<file path="src/rtl/ray_column_scheduler.sv">
// Column scheduler for a raycaster: snapshots the camera once per frame, then
// issues each screen column to the ray unit and retires it on a FIFO handshake.
module ray_column_scheduler #(
  parameter int SCREEN_WIDTH   = 320,
  parameter int TIMEOUT_CYCLES = 64
) (
  input  logic        pixel_clk_in,
  input  logic        rst_in,
  input  logic        frame_start_in,
  input  logic [15:0] posX_in,
  input  logic [15:0] posY_in,
  input  logic [15:0] dirX_in,
  input  logic [15:0] dirY_in,
  input  logic [15:0] planeX_in,
  input  logic [15:0] planeY_in,
  output logic [15:0] posX_out,
  output logic [15:0] posY_out,
  output logic [15:0] dirX_out,
  output logic [15:0] dirY_out,
  output logic [15:0] planeX_out,
  output logic [15:0] planeY_out,
  output logic [8:0]  hcount_out,
  output logic        tabulate_out,
  input  logic        ray_valid_in,
  input  logic        fifo_ready_in,
  output logic        ray_ready_out,
  output logic        busy_out,
  output logic        frame_done_out,
  output logic        timeout_err_out
);

  localparam int              TW        = (TIMEOUT_CYCLES > 1) ? $clog2(TIMEOUT_CYCLES) : 1;
  localparam logic [8:0]      LAST_COL  = 9'(SCREEN_WIDTH - 1);
  localparam logic [TW-1:0]   TIMER_MAX = TW'(TIMEOUT_CYCLES - 1);

  typedef enum logic [1:0] {
    S_IDLE,
    S_ISSUE,
    S_WAIT_RAY,
    S_DONE
  } state_t;

  state_t        state_q;
  logic [8:0]    hcount_q;
  logic [TW-1:0] timer_q;
  logic          tabulate_q;
  logic          frame_done_q;
  logic          timeout_err_q;
  logic [15:0]   posx_q, posy_q, dirx_q, diry_q, planex_q, planey_q;
  logic          transfer;

  assign ray_ready_out = (state_q == S_WAIT_RAY) && fifo_ready_in;
  assign transfer      = ray_valid_in && ray_ready_out;
  assign busy_out      = (state_q != S_IDLE);

  // tabulate_q and frame_done_q are raised on the edge that enters ISSUE/DONE,
  // so each pulse lines up exactly with the one cycle spent in that state.
  // NOTE: sequential state uses non-blocking assignments only, so every branch
  // below reads the pre-edge values regardless of statement order.
  always_ff @(posedge pixel_clk_in or posedge rst_in) begin
    if (rst_in) begin
      state_q       <= S_IDLE;
      hcount_q      <= '0;
      timer_q       <= '0;
      tabulate_q    <= 1'b0;
      frame_done_q  <= 1'b0;
      timeout_err_q <= 1'b0;
      posx_q        <= '0;
      posy_q        <= '0;
      dirx_q        <= '0;
      diry_q        <= '0;
      planex_q      <= '0;
      planey_q      <= '0;
    end else begin
      case (state_q)
        S_IDLE: begin
          if (frame_start_in) begin
            posx_q     <= posX_in;
            posy_q     <= posY_in;
            dirx_q     <= dirX_in;
            diry_q     <= dirY_in;
            planex_q   <= planeX_in;
            planey_q   <= planeY_in;
            hcount_q   <= '0;
            tabulate_q <= 1'b1;
            state_q    <= S_ISSUE;
          end
        end
        S_ISSUE: begin
          tabulate_q <= 1'b0;
          timer_q    <= '0;
          state_q    <= S_WAIT_RAY;
        end
        S_WAIT_RAY: begin
          if (transfer) begin
            if (hcount_q == LAST_COL) begin
              frame_done_q <= 1'b1;
              state_q      <= S_DONE;
            end else begin
              hcount_q   <= hcount_q + 9'd1;
              tabulate_q <= 1'b1;
              state_q    <= S_ISSUE;
            end
          end else if (!ray_valid_in) begin
            // Silent ray unit: reissue the same column once the budget runs out.
            if (timer_q == TIMER_MAX) begin
              timeout_err_q <= 1'b1;
              tabulate_q    <= 1'b1;
              state_q       <= S_ISSUE;
            end else begin
              timer_q <= timer_q + TW'(1);
            end
          end
        end
        S_DONE: begin
          frame_done_q <= 1'b0;
          state_q      <= S_IDLE;
        end
        default: state_q <= S_IDLE;
      endcase
    end
  end

  assign posX_out        = posx_q;
  assign posY_out        = posy_q;
  assign dirX_out        = dirx_q;
  assign dirY_out        = diry_q;
  assign planeX_out      = planex_q;
  assign planeY_out      = planey_q;
  assign hcount_out      = hcount_q;
  assign tabulate_out    = tabulate_q;
  assign frame_done_out  = frame_done_q;
  assign timeout_err_out = timeout_err_q;

endmodule

</file>
<file path="config.mk">
export PLATFORM = sky130hd
export DESIGN_NAME = ray_column_scheduler
export DESIGN_NICKNAME = d
export VERILOG_FILES = /design/src/rtl/ray_column_scheduler.sv
export SDC_FILE = /design/constraint.sdc
export NUM_CORES = 1
export LEC_CHECK = 0
export CORE_ASPECT_RATIO = 1.75
export CORE_MARGIN = 3
export CORE_UTILIZATION = 30
export DETAILED_ROUTE_END_ITERATION = 8
export PLACE_DENSITY_LB_ADDON = 0.1
export SLEW_MARGIN = 20
export SYNTH_ARGS = -nofsm -noshare
export SYNTH_HDL_FRONTEND = slang
export SYNTH_SLANG_ARGS = --single-unit
</file>
<file path="constraint.sdc">
create_clock -name pixel_clk_in -period 4.92 [get_ports pixel_clk_in]
set_clock_uncertainty 0.15 [all_clocks]
set_input_delay 1.476 -clock pixel_clk_in [delete_from_list [all_inputs] [get_ports pixel_clk_in]]
set_output_delay 1.476 -clock pixel_clk_in [all_outputs]
set_load 0.05 [all_outputs]
</file>
### Word-level counts from Yosys, hierarchy flattened

Index checks and enable logic that the tools add are counted.

* bits in registers: 116
* output and inout bits: 110
* word-level logic and storage cells: 69

* $add $sub $neg: 2
* eq/ne operators: 15
* multiplexer cells: 23
* bitwise operators: 2
* reductions and logical operators: 15

Operators by type and width (count)
* two-way mux 9 bit: 3
* two-way mux 6 bit: 3
* case mux 9 bit (2 select lines): 1
* != test 2 bit (second input constant): 6
* case mux 6 bit (2 select lines): 1
* AND reduction 4 bit: 3
* two-way mux 2 bit: 5
* adder 9 x 1 -> 9 bit (second input constant): 1
* == test 9 bit (second input constant): 1
* case mux 2 bit (4 select lines): 1
* nonzero test 2 bit: 4
* two-way mux 1 bit: 7
* adder 6 x 1 -> 6 bit (second input constant): 1
* == test 6 bit (second input constant): 1
* != test 3 bit (second input constant): 2
* AND reduction 3 bit: 2
* AND reduction 5 bit: 1
* == test 2 bit (second input constant): 2
* != test 3 x 2 -> 1 bit (second input constant): 1
* case mux 1 bit (3 select lines): 1
* nonzero test 3 bit: 1
* == test 2 x 1 -> 1 bit (second input constant): 1
* logical AND 1 bit: 2
* zero test 2 bit: 1
* other kinds (4): 5

### Longest topological paths before layout

Gate-level depths: netlist of run 1.

* depth after elaboration: 5
* mapped depth: 7

### Least setup slack after synthesis of run 1

Ideal clock, no wire load.

* path kind: input port to output port
* start point: input port fifo_ready_in
* end point: output port ray_ready_out
* arrival: 1883 ps
* path slack: 1411 ps
* stages on the path: 1
* buffers on the path: 0
* cells stage by stage: and2_1

* longest elaborated chain between the ends: 1

RTL lines
* start: declaration: line 25 `input logic fifo_ready_in,`
* logical AND 1 bit: line 52 `assign ray_ready_out = (state_q == S_WAIT_RAY) && fifo_ready_in;`
* end: declaration: line 26 `output logic ray_ready_out,`

Every way passes these cells.

### Final worst setup path of run 1

Ends and elaborated chain as after synthesis.

==> impl_metrics.py, run 1 <==
metrics = {
    "place": {
        "dp_cells": 908,
        "dp_slack_ps": 945,
        "gp_congestion": 0.811,
        "io_buffers": 210,
        "place_area_um2": 7040,
        "hpwl_um": 10700,
    },
    "sta": {
        "relSlewSlack_pct": 34.4,
        "min_period_over_period_pct": 80.9,
        "fin_ws_ps": 939,
        "setup_violations": 0,
        "finalMaxSlewViolations": 0,
        "hold_viol": 0,
        "setup_tns_ps": 0,
        "grt_setup_unrepaired": "false",
        "min_period_ps": 3980,
        "worst_hold_slack_ps": 315,
        "max_freq_ghz": 0.251,
        "tightest_slew_ps": 982,
    },
    "global_routing": {
        "overflow": 0,
        "antenna_found_initial": 2,
        "grt_pass1_wl_um": 23800,
        "grt_pass1_vias": 4603,
        "grt_usage_pct": 17.4,
        "grt_max_degree": 74,
    },
    "setup_path": {
        "arrival_ps": 2350,
        "r2r_slack_ps": 2460,
        "worstRegToRegCells": 4,
        "setup.worst_path.end": "ray_ready_out",
        "timing.rr.end": "posX_out[9]",
        "cp-start-kind": "input port",
        "reg2reg_from": "state_q[1]",
        "path_class": "input port to primary output",
        "end_kind": "primary output",
        "startpoint": "fifo_ready_in",
        "cp_max_fo": 4,
        "worst_ep_required_time_ps": 3290,
    },
    "logic_synthesis": {
        "ys_seq_elements": 116,
        "synth-seq-area-share_pct": 61.0,
        "synth_edf_count": 0,
        "ys_warn_count": 0,
        "async_flop_share_pct": 100,
        "syn_area_um2": 4760,
        "synthFlopType": "dfrtp_1",
        "syn_inst": 537,
        "synth.avg_cell_area_um2": 8.87,
        "yosysUniqueCellTypes": 45,
        "syn_nets": 640,
    },
    "finish": {
        "fill_cells": 1469,
        "nets": 844,
        "syn2layout_area_growth_pct": 61.7,
        "mostFrequentLayoutCells": "nand2_1, clkdlybuf4s50_1, dfrtp_1",
        "layout-drive-gt1-share_pct": 5.70,
        "final_common_cell": "nand2_1",
        "final_cell_area_um2": 7700,
        "stdcell_count": 942,
    },
    "floorplan": {
        "initial_utilization_pct": 30.8,
        "die_w_um": 101,
        "core_um2": 15500,
        "dieArea_um2": 17500,
        "die_h_um": 173,
        "rows": 60,
        "ioPinCount": 211,
    },
    "min_path": {
        "holdCritStartpoint": "timeout_err_out",
        "hold_class": "flop to flop",
    },
    "routing": {
        "routedWlPerCell_um": 15.9,
        "ant_nets": 0,
        "drt-total-wl_um": 15000,
        "viasPerCell": 4.74,
        "dr_total_vias": 4464,
        "drt_pass1_iterations": 5,
        "drtIter0Drc": 188,
        "drc": 0,
    },
    "clock_tree": {
        "clk_latency_ps": 400,
        "htree_levels": 4,
        "numCtsBuffers": 17,
        "cts.sinks": 116,
        "cts_root_buffer": "clkbuf_16",
        "cts_resized": 0,
        "clockBufferDepth": 2,
        "cts_setup_buffers": 0,
        "cts_tree": "yes",
        "cts_hold_buffers": 0,
        "path_clk_slew_ps": 60,
    },
    "pwr": {
        "total_leakage_power_nw": 3.66,
        "powerDensity_nw_per_um2": 789,
        "ir_drop_uv": 394,
    },
    "run_status": {
        "status": "completed",
    },
    "job": {
        "cap_violations": 0,
    },
}
## per-stage QoR
stage	utilization, %	total power [mW]
after detailed placement	45.5	4.76
after floorplan	-	3.61
after global routing	49.8	6.39
after global placement	45.5	4.72
after CTS	49.7	6.16
final	49.8	6.07
## synthesized netlist by cell type (2+ instances only)
cell type | instances | area, um2
ha_1 | 2 | 25.0
and2_1 | 2 | 12.5
nand2b_1 | 3 | 18.8
o31ai_1 | 4 | 30.0
nand3_1 | 8 | 40.0
or4_1 | 2 | 15.0
a21o_1 | 2 | 15.0
o311ai_0 | 3 | 26.3
nand2_1 | 306 | 1150
clkbuf_1 | 25 | 93.8
o21ai_0 | 5 | 25.0
inv_1 | 5 | 18.8
a31oi_1 | 4 | 25.0
nor2_1 | 6 | 22.5
buf_2 | 2 | 10.0
and3b_1 | 2 | 17.5
nor3_1 | 3 | 15.0
buf_6 | 2 | 22.5
dfrtp_1 | 116 | 2900
nand4b_1 | 3 | 26.3
a21oi_1 | 6 | 30.0
o41ai_1 | 3 | 26.3
## state kept, by name (all words and copies together) (netlist names)
name             flops
state_q              2
dirX_out            16
timer_q              6
posY_out            16
planeX_out          16
planeY_out          16
frame_done_out       1
hcount_out           9
dirY_out            16
posX_out            16
timeout_err_out      1
tabulate_out         1
## how the worst min path moves through the flow
stage	end	slack, ps	depth (start not counted)
CTS	timeout_err_out	320	1
floorplan	timer_q[5]	300	1
global route	posX_out[2]	340	2
global placement	timeout_err_out	300	1
finish	timeout_err_out	320	1
detailed placement	timeout_err_out	300	1
## critical path: stages
cell and delay (ps):
clkdlybuf4s50_1 530, and2_1 150, buf_4 200
## kinds of logic after synthesis
logic type / synth area share (%)
AND/OR/NAND/NOR: 30.0
flip-flops: 61.0
AO/OA/AOI/OAI: 5.23
buffers and inverters: 3.05
adder cells (fa/ha/maj): 0.526
multiplexers: 0.210
## layer usage
metal / wire, um / share of wire (%) / vias up / global-route usage (%)
met5: 0 / 0 / - / 0
met4: 731 / 4.9 / 0 / 10.1
met3: 815 / 5.4 / 37 / 4.36
met2: 7970 / 53 / 145 / 29.9
met1: 5460 / 36 / 2161 / 18.9
li1: - / - / 2121 / -
## final cells by class
type                            instances  area [um2]  area share [%]
Sequential cell                       116        2900            37.7
Antenna cell                            2        5.00          0.0650
Timing Repair Buffer                  214        2170            28.2
Multi-Input combinational cell        387        1720            22.3
Clock inverter                         13         206            2.68
Tap cell                              186         233            3.02
Clock buffer                           19         443            5.76
Inverter                                5        21.3           0.276
## report_power, final
part	leakage (nW)	total, mW	switching (mW)	internal [mW]
registers	1.46	1.61	0.250	1.36
logic	1.89	3.10	2.13	0.969
clock network	0.313	1.37	0.454	0.912
total	3.66	6.07	2.83	3.24
Note: power is estimated with default switching activity, not from simulation.
==> inputs of run 2 (changes only) <==
- clock period: 4.92 -> 3.83 ns (I/O delays scaled with it)
==> run 2 against run 1 <==
Net effect:
- register-to-register slack worse by 700 ps
- flip-flop and latch count stayed put
- final area is 0.81% lower
- die area stayed put
- setup slack worse by 470 ps
- largest cell class unchanged
==> impl_metrics.py, run 2 (synthesized netlist as in run 1, its figures left out) <==
metrics = {
    "run_status": {
        "status": "completed",
    },
    "routing": {
        "drtIter0Drc": 116,
        "ant_nets": 0,
        "drt_pass1_iterations": 4,
        "drc": 0,
        "viasPerCell": 4.62,
        "dr_total_vias": 4352,
        "routedWlPerCell_um": 15.5,
        "drt-total-wl_um": 14600,
    },
    "global_routing": {
        "grt_pass1_vias": 4518,
        "grt_max_degree": 101,
        "overflow": 0,
        "antenna_found_initial": 0,
        "grt_usage_pct": 17.3,
        "grt_pass1_wl_um": 23700,
    },
    "clock_tree": {
        "cts_tree": "yes",
        "cts_root_buffer": "clkbuf_16",
        "clk_latency_ps": 400,
        "cts_hold_buffers": 0,
        "cts_setup_buffers": 0,
        "htree_levels": 4,
        "path_clk_slew_ps": 50,
        "cts_resized": 0,
        "clockBufferDepth": 2,
        "cts.sinks": 116,
        "numCtsBuffers": 17,
    },
    "job": {
        "cap_violations": 0,
    },
    "floorplan": {
        "ioPinCount": 211,
        "die_h_um": 173,
        "die_w_um": 101,
        "rows": 60,
        "core_um2": 15500,
        "dieArea_um2": 17500,
        "initial_utilization_pct": 30.8,
    },
    "setup_path": {
        "startpoint": "state_q[0]",
        "cp-start-kind": "flop",
        "path_class": "flop to primary output",
        "arrival_ps": 2060,
        "worst_ep_required_time_ps": 2530,
        "end_kind": "primary output",
        "reg2reg_from": "state_q[0]",
        "cp_max_fo": 15,
        "max_stage_delay_ps": 800,
        "crit_slowest_cell": "clkdlybuf4s50_1",
        "cp_cell_sequence": "or2_2 -> clkdlybuf4s50_1",
    },
    "place": {
        "io_buffers": 210,
        "hpwl_um": 10500,
        "dp_cells": 911,
        "place_area_um2": 7070,
        "gp_congestion": 0.761,
    },
    "finish": {
        "final_cell_area_um2": 7630,
        "final_common_cell": "nand2_1",
        "final_util_pct": 49.4,
        "regArea_um2": 2900,
        "multiInputGateArea_um2": 1720,
        "layout-drive-gt1-share_pct": 5.82,
        "nets": 847,
        "n_antenna_cell": 0,
        "stdcell_count": 942,
        "syn2layout_area_growth_pct": 60.3,
        "mostFrequentLayoutCells": "nand2_1, clkdlybuf4s50_1, dfrtp_1",
        "fill_cells": 1485,
    },
    "sta": {
        "min_period_ps": 3360,
        "finalMaxSlewViolations": 0,
        "min_period_over_period_pct": 87.6,
        "setup_violations": 0,
        "hold_viol": 0,
        "grt_setup_unrepaired": "false",
        "max_freq_ghz": 0.298,
        "tightest_slew_ps": 661,
        "setup_tns_ps": 0,
        "relSlewSlack_pct": 55.9,
    },
    "min_path": {
        "hold_class": "flop to flop",
        "holdCritStartpoint": "planeY_out[1]",
    },
    "pwr": {
        "powerDensity_nw_per_um2": 991,
        "total_leakage_power_nw": 3.63,
        "ir_drop_uv": 422,
    },
}
[run 2: final timing paths]
check                                end  slack, ps  cells past startpoint
max                             busy_out        470                      2
min reg2reg                planeY_out[1]        320                      2
max reg2reg                hcount_out[8]       1760                      4
min                        planeY_out[1]        320                      2
max in group asynchronous     state_q[1]       1890                      3
min in group asynchronous   dirY_out[14]       1050                      3
[run 2: through the flow]
stage               total power [mW]  setup WS [ps]  hold slack [ps]
finish                          7.56            473              319
global placement                6.06            531              301
CTS                             7.68            443              325
global route                    7.99            368              337
floorplan                       4.64            975              295
detailed placement              6.11            530              310
[run 2: area by class of cell]
cell class / count / area share (%)
Inverter: 5 / 0.295
Clock inverter: 10 / 1.41
Sequential cell: 116 / 38.0
Clock buffer: 21 / 6.03
Tap cell: 186 / 3.05
Multi-Input combinational cell: 387 / 22.5
Timing Repair Buffer: 217 / 28.7
[run 2: routing by layer]
| metal | share of wire [%] | GRT usage, % | vias up |
|---|---|---|---|
| met1 | 35 | 17.9 | 2093 |
| met2 | 58 | 32.2 | 114 |
| met3 | 5.0 | 4.12 | 22 |
| li1 | - | - | 2123 |
| met5 | 0 | 0 | - |
| met4 | 2.5 | 7.27 | 0 |
[run 2: power by group]
part	switching (mW)	internal [mW]
sequential	0.302	1.75
combinational	2.74	1.25
clock	0.539	0.981
total	3.58	3.98
[run 2: worst max-delay path, delay by kind of cell, from the launching register on]
kind / cells / cell delay, ps
buffers and inverters: 1 / 800
flip-flops: 1 / 630
AND/OR/NAND/NOR: 1 / 230
==> inputs of run 3 (changes only) <==
- CAP_MARGIN: not set -> 10
==> results of run 3 <==
The final DEF is identical to that of run 2; final timing and power are the same.
